`src/rtl/lookup_port_arbiter.sv`:
```
// Round-robin front end sharing one two-stage clamped table lookup among NUM_REQ requesters.
// Results come back tagged with the requester index, in grant order, with no backpressure.
module lookup_port_arbiter #(
    parameter int NUM_REQ    = 4,
    parameter int DATA_WIDTH = 32,
    parameter int ID_WIDTH   = $clog2(NUM_REQ)
) (
    input  logic                    clk,
    input  logic                    rst_n,
    input  logic                    cfg_we,
    input  logic [1:0]              cfg_addr,
    input  logic [DATA_WIDTH-1:0]   cfg_wdata,
    input  logic [NUM_REQ-1:0]      req_valid,
    input  logic [2*NUM_REQ-1:0]    req_sel,
    output logic [NUM_REQ-1:0]      req_ready,
    output logic                    rsp_valid,
    output logic [ID_WIDTH-1:0]     rsp_id,
    output logic [DATA_WIDTH-1:0]   rsp_data,
    output logic                    busy
);

    localparam logic [ID_WIDTH:0] NREQ = (ID_WIDTH+1)'(NUM_REQ);

    function automatic logic [1:0] clamp_idx(input logic [1:0] sel);
        logic [2:0] idx3;
        idx3 = {1'b0, sel} + 3'd1;
        return (idx3 > 3'd3) ? 2'd3 : idx3[1:0];
    endfunction

    // Modular add for requester indices; NUM_REQ need not be a power of two.
    function automatic logic [ID_WIDTH-1:0] wrap_add(input logic [ID_WIDTH-1:0] base,
                                                     input logic [ID_WIDTH:0]   off);
        logic [ID_WIDTH:0] s;
        s = {1'b0, base} + off;
        if (s >= NREQ) s = s - NREQ;
        return s[ID_WIDTH-1:0];
    endfunction

    logic [DATA_WIDTH-1:0] tbl_q [0:3];
    logic [ID_WIDTH-1:0]   ptr_q, ptr_d;

    logic                  vld_p0_q;
    logic [1:0]            sel_p0_q;
    logic [ID_WIDTH-1:0]   id_p0_q;
    logic                  vld_p1_q;
    logic [ID_WIDTH-1:0]   id_p1_q;
    logic [DATA_WIDTH-1:0] data_p1_q;

    logic [NUM_REQ-1:0]    grant;
    logic [ID_WIDTH-1:0]   gnt_id;
    logic [ID_WIDTH-1:0]   cand;
    logic                  found;
    logic                  xfer;
    logic [1:0]            sel_gnt;

    always_comb begin
        grant  = '0;
        gnt_id = '0;
        cand   = '0;
        found  = 1'b0;
        for (int k = 0; k < NUM_REQ; k++) begin
            cand = wrap_add(ptr_q, (ID_WIDTH+1)'(k));
            if (!found && req_valid[cand]) begin
                grant[cand] = 1'b1;
                gnt_id      = cand;
                found       = 1'b1;
            end
        end
        if (!rst_n) grant = '0;
    end

    assign req_ready = grant;
    assign xfer      = |grant;
    assign sel_gnt   = 2'(req_sel >> {gnt_id, 1'b0});
    assign ptr_d     = xfer ? wrap_add(gnt_id, (ID_WIDTH+1)'(1)) : ptr_q;

    always_ff @(posedge clk) begin
        if (!rst_n) begin
            ptr_q     <= '0;
            for (int i = 0; i < 4; i++) tbl_q[i] <= '0;
            vld_p0_q  <= 1'b0;
            sel_p0_q  <= '0;
            id_p0_q   <= '0;
            vld_p1_q  <= 1'b0;
            id_p1_q   <= '0;
            data_p1_q <= '0;
        end else begin
            ptr_q <= ptr_d;
            if (cfg_we) tbl_q[cfg_addr] <= cfg_wdata;
            // stage 0: accept the granted request
            vld_p0_q  <= xfer;
            sel_p0_q  <= sel_gnt;
            id_p0_q   <= gnt_id;
            // stage 1: table read sees pre-write contents on a same-edge collision
            vld_p1_q  <= vld_p0_q;
            id_p1_q   <= id_p0_q;
            data_p1_q <= tbl_q[clamp_idx(sel_p0_q)];
        end
    end

    assign rsp_valid = vld_p1_q;
    assign rsp_id    = id_p1_q;
    assign rsp_data  = data_p1_q;
    assign busy      = vld_p0_q | vld_p1_q;

endmodule
```
`config.mk`:
```
export PLATFORM = sky130hd
export DESIGN_NAME = lookup_port_arbiter
export DESIGN_NICKNAME = d
export VERILOG_FILES = /design/src/rtl/lookup_port_arbiter.sv
export SDC_FILE = /design/constraint.sdc
export NUM_CORES = 1
export LEC_CHECK = 0
export CORE_ASPECT_RATIO = 0.5
export CORE_MARGIN = 2
export CORE_UTILIZATION = 48
export CTS_CLUSTER_DIAMETER = 50
export DETAILED_ROUTE_END_ITERATION = 10
export GPL_TIMING_DRIVEN = 0
export PLACE_DENSITY = 0.82
export SKIP_CTS_REPAIR_TIMING = 1
export SLEW_MARGIN = 5
export SYNTH_ARGS = -nofsm -noshare
export SYNTH_HDL_FRONTEND = slang
export SYNTH_SLANG_ARGS = --single-unit
```
`constraint.sdc`:
```
create_clock -name clk -period 3.6 [get_ports clk]
set_input_delay 0.9 -clock clk [delete_from_list [all_inputs] [get_ports clk]]
set_output_delay 0.9 -clock clk [all_outputs]
set_load 0.05 [all_outputs]
```
==> results of run 1 <==
-- synth_stat cells --
cell	count	share of area, %
sky130_fd_sc_hd__or3_1	1	0.11
sky130_fd_sc_hd__ha_1	8	1.7
sky130_fd_sc_hd__clkbuf_1	25	1.6
sky130_fd_sc_hd__nand2b_1	1	0.11
sky130_fd_sc_hd__nor3b_1	6	0.77
sky130_fd_sc_hd__o41ai_1	1	0.15
sky130_fd_sc_hd__nor2_1	71	4.5
sky130_fd_sc_hd__nand3_1	1	0.085
sky130_fd_sc_hd__or4_1	1	0.13
sky130_fd_sc_hd__inv_1	6	0.38
sky130_fd_sc_hd__o211a_1	1	0.17
sky130_fd_sc_hd__a211oi_1	2	0.26
sky130_fd_sc_hd__clkinv_1	1	0.064
sky130_fd_sc_hd__o22ai_1	4	0.43
sky130_fd_sc_hd__o31a_1	1	0.15
sky130_fd_sc_hd__buf_1	6	0.38
sky130_fd_sc_hd__and3_1	32	3.4
sky130_fd_sc_hd__mux2i_1	36	6.1
sky130_fd_sc_hd__nand2_1	11	0.70
sky130_fd_sc_hd__o21ai_0	4	0.34
sky130_fd_sc_hd__mux2_2	2	0.38
sky130_fd_sc_hd__edfxtp_1	96	49
sky130_fd_sc_hd__mux4_2	4	1.5
sky130_fd_sc_hd__o21a_1	1	0.13
sky130_fd_sc_hd__o31ai_1	1	0.13
sky130_fd_sc_hd__or2_2	1	0.11
sky130_fd_sc_hd__nor2b_1	1	0.11
sky130_fd_sc_hd__and2_1	68	7.3
sky130_fd_sc_hd__buf_6	2	0.38
sky130_fd_sc_hd__a221oi_2	1	0.26
sky130_fd_sc_hd__a211o_1	1	0.15
sky130_fd_sc_hd__nor3_2	1	0.17
sky130_fd_sc_hd__or2_1	1	0.11
sky130_fd_sc_hd__a21oi_1	37	3.2
sky130_fd_sc_hd__nor4b_4	1	0.41
sky130_fd_sc_hd__dfxtp_1	42	14
sky130_fd_sc_hd__a21o_1	4	0.51
-- area by class of cell --
type	instances	area [µm²]	share of cell area, %
clock buffer	17	425	5.52
timing repair buffer	97	973	12.6
tap	165	206	2.68
clock inverter	15	174	2.26
buffer	32	139	1.80
multi-input combinational	305	2020	26.2
sequential	138	3730	48.5
inverter	7	30.0	0.390
-- worst paths after layout --
kind,start,end,slack (ps),cells past startpoint
max,ptr_q[0],req_ready[2],80,9
max reg2reg,ptr_q[0],ptr_q[0],980,9
min,id_p0_q[0],rsp_id[0],430,1
min reg2reg,id_p0_q[0],rsp_id[0],430,1
-- per-stage QoR --
stage          std cells  worst slack (ps)  hold slack [ps]  total power (µW)  setup TNS [ps]
6_report             776              80.1              432              5840               0
3_5_place_dp         736              -891              419              3990           -3290
2_1_floorplan        483               141              412              3410               0
5_1_grt              776             -24.3              451              6080           -45.5
4_1_cts              768             -1130              434              5730           -4240
3_3_place_gp         735              -869              415              3950          -34020
-- critical path: stages, from the launching register on --
cell	delay, ps
sky130_fd_sc_hd__dfxtp_4	380
sky130_fd_sc_hd__buf_8	110
sky130_fd_sc_hd__clkinvlp_4	110
sky130_fd_sc_hd__ha_4	300
sky130_fd_sc_hd__mux4_2	300
sky130_fd_sc_hd__buf_6	160
sky130_fd_sc_hd__nor4b_4	350
sky130_fd_sc_hd__nand2_1	120
sky130_fd_sc_hd__a21oi_2	150
sky130_fd_sc_hd__buf_4	210
-- metal layers --
metal	wire, µm	vias up	global-route usage (%)
met3	783	17	5.34
met1	5790	1970	25.6
li1	-	1934	-
met4	164	0	7.39
met2	6700	132	36.8
met5	0	-	0
-- power breakdown --
part	switching, µW	internal, µW	leakage, µW
clock	751	991	0.000291
sequential	81.6	1930	0.00129
combinational	1280	800	0.00144
-- flip-flops by register name, indices dropped and copies added, names as in the netlist --
signal,cells
tbl_q,96
rsp_data,32
id_p0_q,2
ptr_q,2
rsp_id,2
sel_p0_q,2
rsp_valid,1
vld_p0_q,1
-- cell families after synthesis --
kind of cell | count (synthesis) | share of synthesized area, %
and+or+nand+nor | 197 | 18.0
adders and majority gates | 8 | 1.71
muxes | 42 | 8.07
AOI/OAI and AO/OA | 58 | 5.83
buffers and inverters | 40 | 2.82
DFF | 138 | 63.5
==> impl_metrics.ini, run 1 <==
[floorplanning]
die_footprint_um2 = 13200
coreArea_um2 = 11900
die_height_um = 82.1
die_x_um = 160
io_pins = 89
initial_core_util_pct = 49.3
fp-row-count = 28

[grt]
first_pass_grt_wire_length_um = 20500
global_route.usage.total_pct = 20.8
globalRoute.totalOverflow = 0
grt_antenna_before_repair = 0
grt_start_max_net_pins = 33
via_count_of_the_first_global_routing_pass = 3991

[timing]
setup_violations = 0
finalWorstPathRequiredPeriod_ps = 3520
max_freq_ghz = 0.284
final.setup_skew_ps = 8.88
final_min_period_over_clock_period_pct = 97.8
final_slew_viol_count = 0
hold_violations = 0
max_slew.worst_pin.slew_ps = 915
max-slew-margin-rel_pct = 39.0

[worst_setup_path]
setup.worst_path.end_class = output pin
timing_worst_setup_path_type = reg -> out
timing.critical_path.arrival_ps = 2620
critical_path_peak_fanout = 10
worst_setup_path_start_kind = flop
critical_path_required_ps = 2700

[final_layout]
n_fill_cell = 847
post_route_cells_drive_above_1_share_pct = 11.6
areaGrowthSynthToFinish_pct = 31.4
fin_area_um2 = 7700
commonest_non_fill_non_tap_cells_in_the_layout = 96 x sky130_fd_sc_hd__edfxtp_1, 79 x sky130_fd_sc_hd__clkdlybuf4s50_1, 70 x sky130_fd_sc_hd__nor2_1
post-route-util_pct = 64.8
antenna-diode-count = 0
mostFrequentLayoutCell = sky130_fd_sc_hd__edfxtp_1
final_nets = 655

[drt]
routed_wire_length_per_instance_um = 17.3
vias = 4053
drc = 0
firstDrtPassIters = 6
totalWireLength_um = 13400
antenna_left = 0
iter_0_drt_violations = 389
vias_per_cell = 5.22

[yosys]
synth-warning-count = 0
syn-num-nets = 540
combined_area_of_all_synthesized_cells_um2 = 5860
synthesis.instances = 483
ys_ff_latch = 138
avgSynthCellArea_um2 = 12.1
synth.lib_cells_used.distinct = 37
yosysSeqAreaShare_pct = 63.5

[placement]
buffer_ports.inserted = 87
dp.final_hpwl_um = 8340
placed_cell_area_um2 = 6990
gp_congestion = 0.788

[worst_hold_path]
timing.hold.worst.class = reg -> reg

[power_and_ir_drop]
ir_worst_vdd_mv = 0.365
leakage_uw = 0.00302
pwr_density_cell_nw_per_um2 = 758

[clock_network]
clk-insertion-delay-late_ps = 420
cts_buffer_depth = 2
worst_setup_hold_path_clk_slew_ps = 60
number_of_levels_in_the_clock_h_tree = 4
cts.sink_count = 138
tritoncts.num_buffers = 17
cts_root_buf = sky130_fd_sc_hd__clkbuf_16
tritoncts = done

[flow_run]
max_cap_violations = 0

[run_status]
run_status = completed
Power figures use the tool's default switching activity.
==> run 2: changes to the inputs <==
==> constraint.sdc (replaced) <==
create_clock -name clk -period 3.6 [get_ports clk]
set_input_delay 0.72 -clock clk [delete_from_list [all_inputs] [get_ports clk]]
set_output_delay 0.72 -clock clk [all_outputs]
set_load 0.05 [all_outputs]
==> impl_metrics.ini, run 2 (synthesis gave the netlist of run 1 again) <==
[flow_run]
max_cap_violations = 0

[floorplanning]
coreArea_um2 = 11900
initial_core_util_pct = 49.3
io_pins = 89
die_x_um = 160
fp-row-count = 28
die_footprint_um2 = 13200
die_height_um = 82.1

[worst_setup_path]
critical_path_peak_fanout = 7
timing_worst_setup_path_type = in -> out
timing.critical_path.arrival_ps = 2800
setup.worst_path.end_class = output pin
critical_path_required_ps = 2880
worst_setup_path_start_kind = input pin

[final_layout]
post_route_cells_drive_above_1_share_pct = 10.9
n_fill_cell = 860
largest_register_by_flop_count = tbl_q
commonest_non_fill_non_tap_cells_in_the_layout = 96 x sky130_fd_sc_hd__edfxtp_1, 83 x sky130_fd_sc_hd__clkdlybuf4s50_1, 71 x sky130_fd_sc_hd__nor2_1
mostFrequentLayoutCell = sky130_fd_sc_hd__edfxtp_1
antenna-diode-count = 0
multi_input_comb_area_um2 = 2010
largest_register_ffs = 96
areaGrowthSynthToFinish_pct = 29.9
area.sequential_um2 = 3730
final_nets = 656

[clock_network]
clk-insertion-delay-late_ps = 420
cts.sink_count = 138
number_of_levels_in_the_clock_h_tree = 4
cts_root_buf = sky130_fd_sc_hd__clkbuf_16
cts_buffer_depth = 2
tritoncts.num_buffers = 17
worst_setup_hold_path_clk_slew_ps = 50
tritoncts = done

[placement]
dp.final_hpwl_um = 8580
dp_worst_setup_slack_ps = -545
buffer_ports.inserted = 87
gp_congestion = 0.766

[timing]
hold_violations = 0
max_slew.worst_pin.slew_ps = 905
final.setup_skew_ps = 7.16
final.setup.tns_ps = 0
final_slew_viol_count = 0
layout_setup_ws_ps = 84.7
final_min_period_over_clock_period_pct = 97.6
max_freq_ghz = 0.284
max-slew-margin-rel_pct = 39.7
setup_violations = 0
finalWorstPathRequiredPeriod_ps = 3520

[drt]
vias = 4115
iter_0_drt_violations = 339
firstDrtPassIters = 5
routed_wire_length_per_instance_um = 17.4
antenna_left = 0
drc = 0
totalWireLength_um = 13600
vias_per_cell = 5.30

[power_and_ir_drop]
p_switching_uw = 2010
post-layout-total-power_uw = 5640
power.share.clock_pct = 27.8
internal-power_uw = 3630
power.sequential.fraction_pct = 35.6
leakage_uw = 0.00295
switching_share_pct = 35.7
pwr_density_cell_nw_per_um2 = 740
p_comb_share_pct = 36.6
ir_worst_vdd_mv = 0.337

[grt]
grt_start_max_net_pins = 33
first_pass_grt_wire_length_um = 20800
via_count_of_the_first_global_routing_pass = 4056
globalRoute.totalOverflow = 0
global_route.usage.total_pct = 21.2
grt_antenna_before_repair = 0

[worst_hold_path]
timing.hold.worst.class = reg -> reg

[run_status]
run_status = completed
run 2: changes by cell type in the layout (fill, tap and decap cells not counted), sizes merged:
cell,before,now
clkdlybuf4s50,79,83
inv,14,8
dlymetal6s2s,4,0
clkbuf,42,45
clkinvlp,2,6
bufinv,1,0
buf,21,22
run 2: power by group through the flow:
stage	clock [µW]	sequential, µW	combinational, µW
floorplan	0	2410	988
global placement	0	2030	1910
detailed placement	0	2040	1940
CTS	1580	2010	1960
global route	1660	2030	2210
finish	1570	2010	2060
run 2: layer usage:
metal  track usage [%]  vias to the layer above  wire length [µm]
li1                  -                     1933                 -
met1              24.4                     2013              5500
met2              38.8                      156              7090
met3              6.29                       13               841
met4              7.66                        0               119
met5                 0                        -                 0
run 2: path summary, 6_finish.rpt:
path           startpoint            to  slack, ps  depth (start not counted)
min reg2reg    id_p0_q[0]     rsp_id[0]        430                          1
max reg2reg      ptr_q[0]   sel_p0_q[0]        910                         10
max          req_valid[1]  req_ready[0]         80                          8
min            id_p0_q[0]     rsp_id[0]        430                          1
run 2: worst max-delay path, stage by stage:
cell and delay (ps):
sky130_fd_sc_hd__clkdlybuf4s50_1 520, sky130_fd_sc_hd__mux4_2 590, sky130_fd_sc_hd__nor2b_2 200, sky130_fd_sc_hd__a221oi_2 270
sky130_fd_sc_hd__a21oi_2 90, sky130_fd_sc_hd__a21oi_1 150, sky130_fd_sc_hd__nor2_1 50, sky130_fd_sc_hd__buf_4 210
run 2: cell type report:
type	instances	area share (%)
flip-flops and latches	138	48.9
multi-input cells	305	26.4
repair buffers	98	12.7
clock buffers	20	5.87
well taps	165	2.71
plain buffers	32	1.78
clock inverters	12	1.20
inverters	7	0.394
run 2: metrics by stage:
stage | instances | area, µm² | util, % | hold slack, ps
after floorplan | 483 | 5860 | - | 412
after global placement | 735 | 6940 | 58.4 | 418
after detailed placement | 736 | 6980 | 58.8 | 420
after CTS | 768 | 7520 | 63.3 | 434
after global routing | 777 | 7610 | 64.1 | 449
final | 777 | 7610 | 64.1 | 430
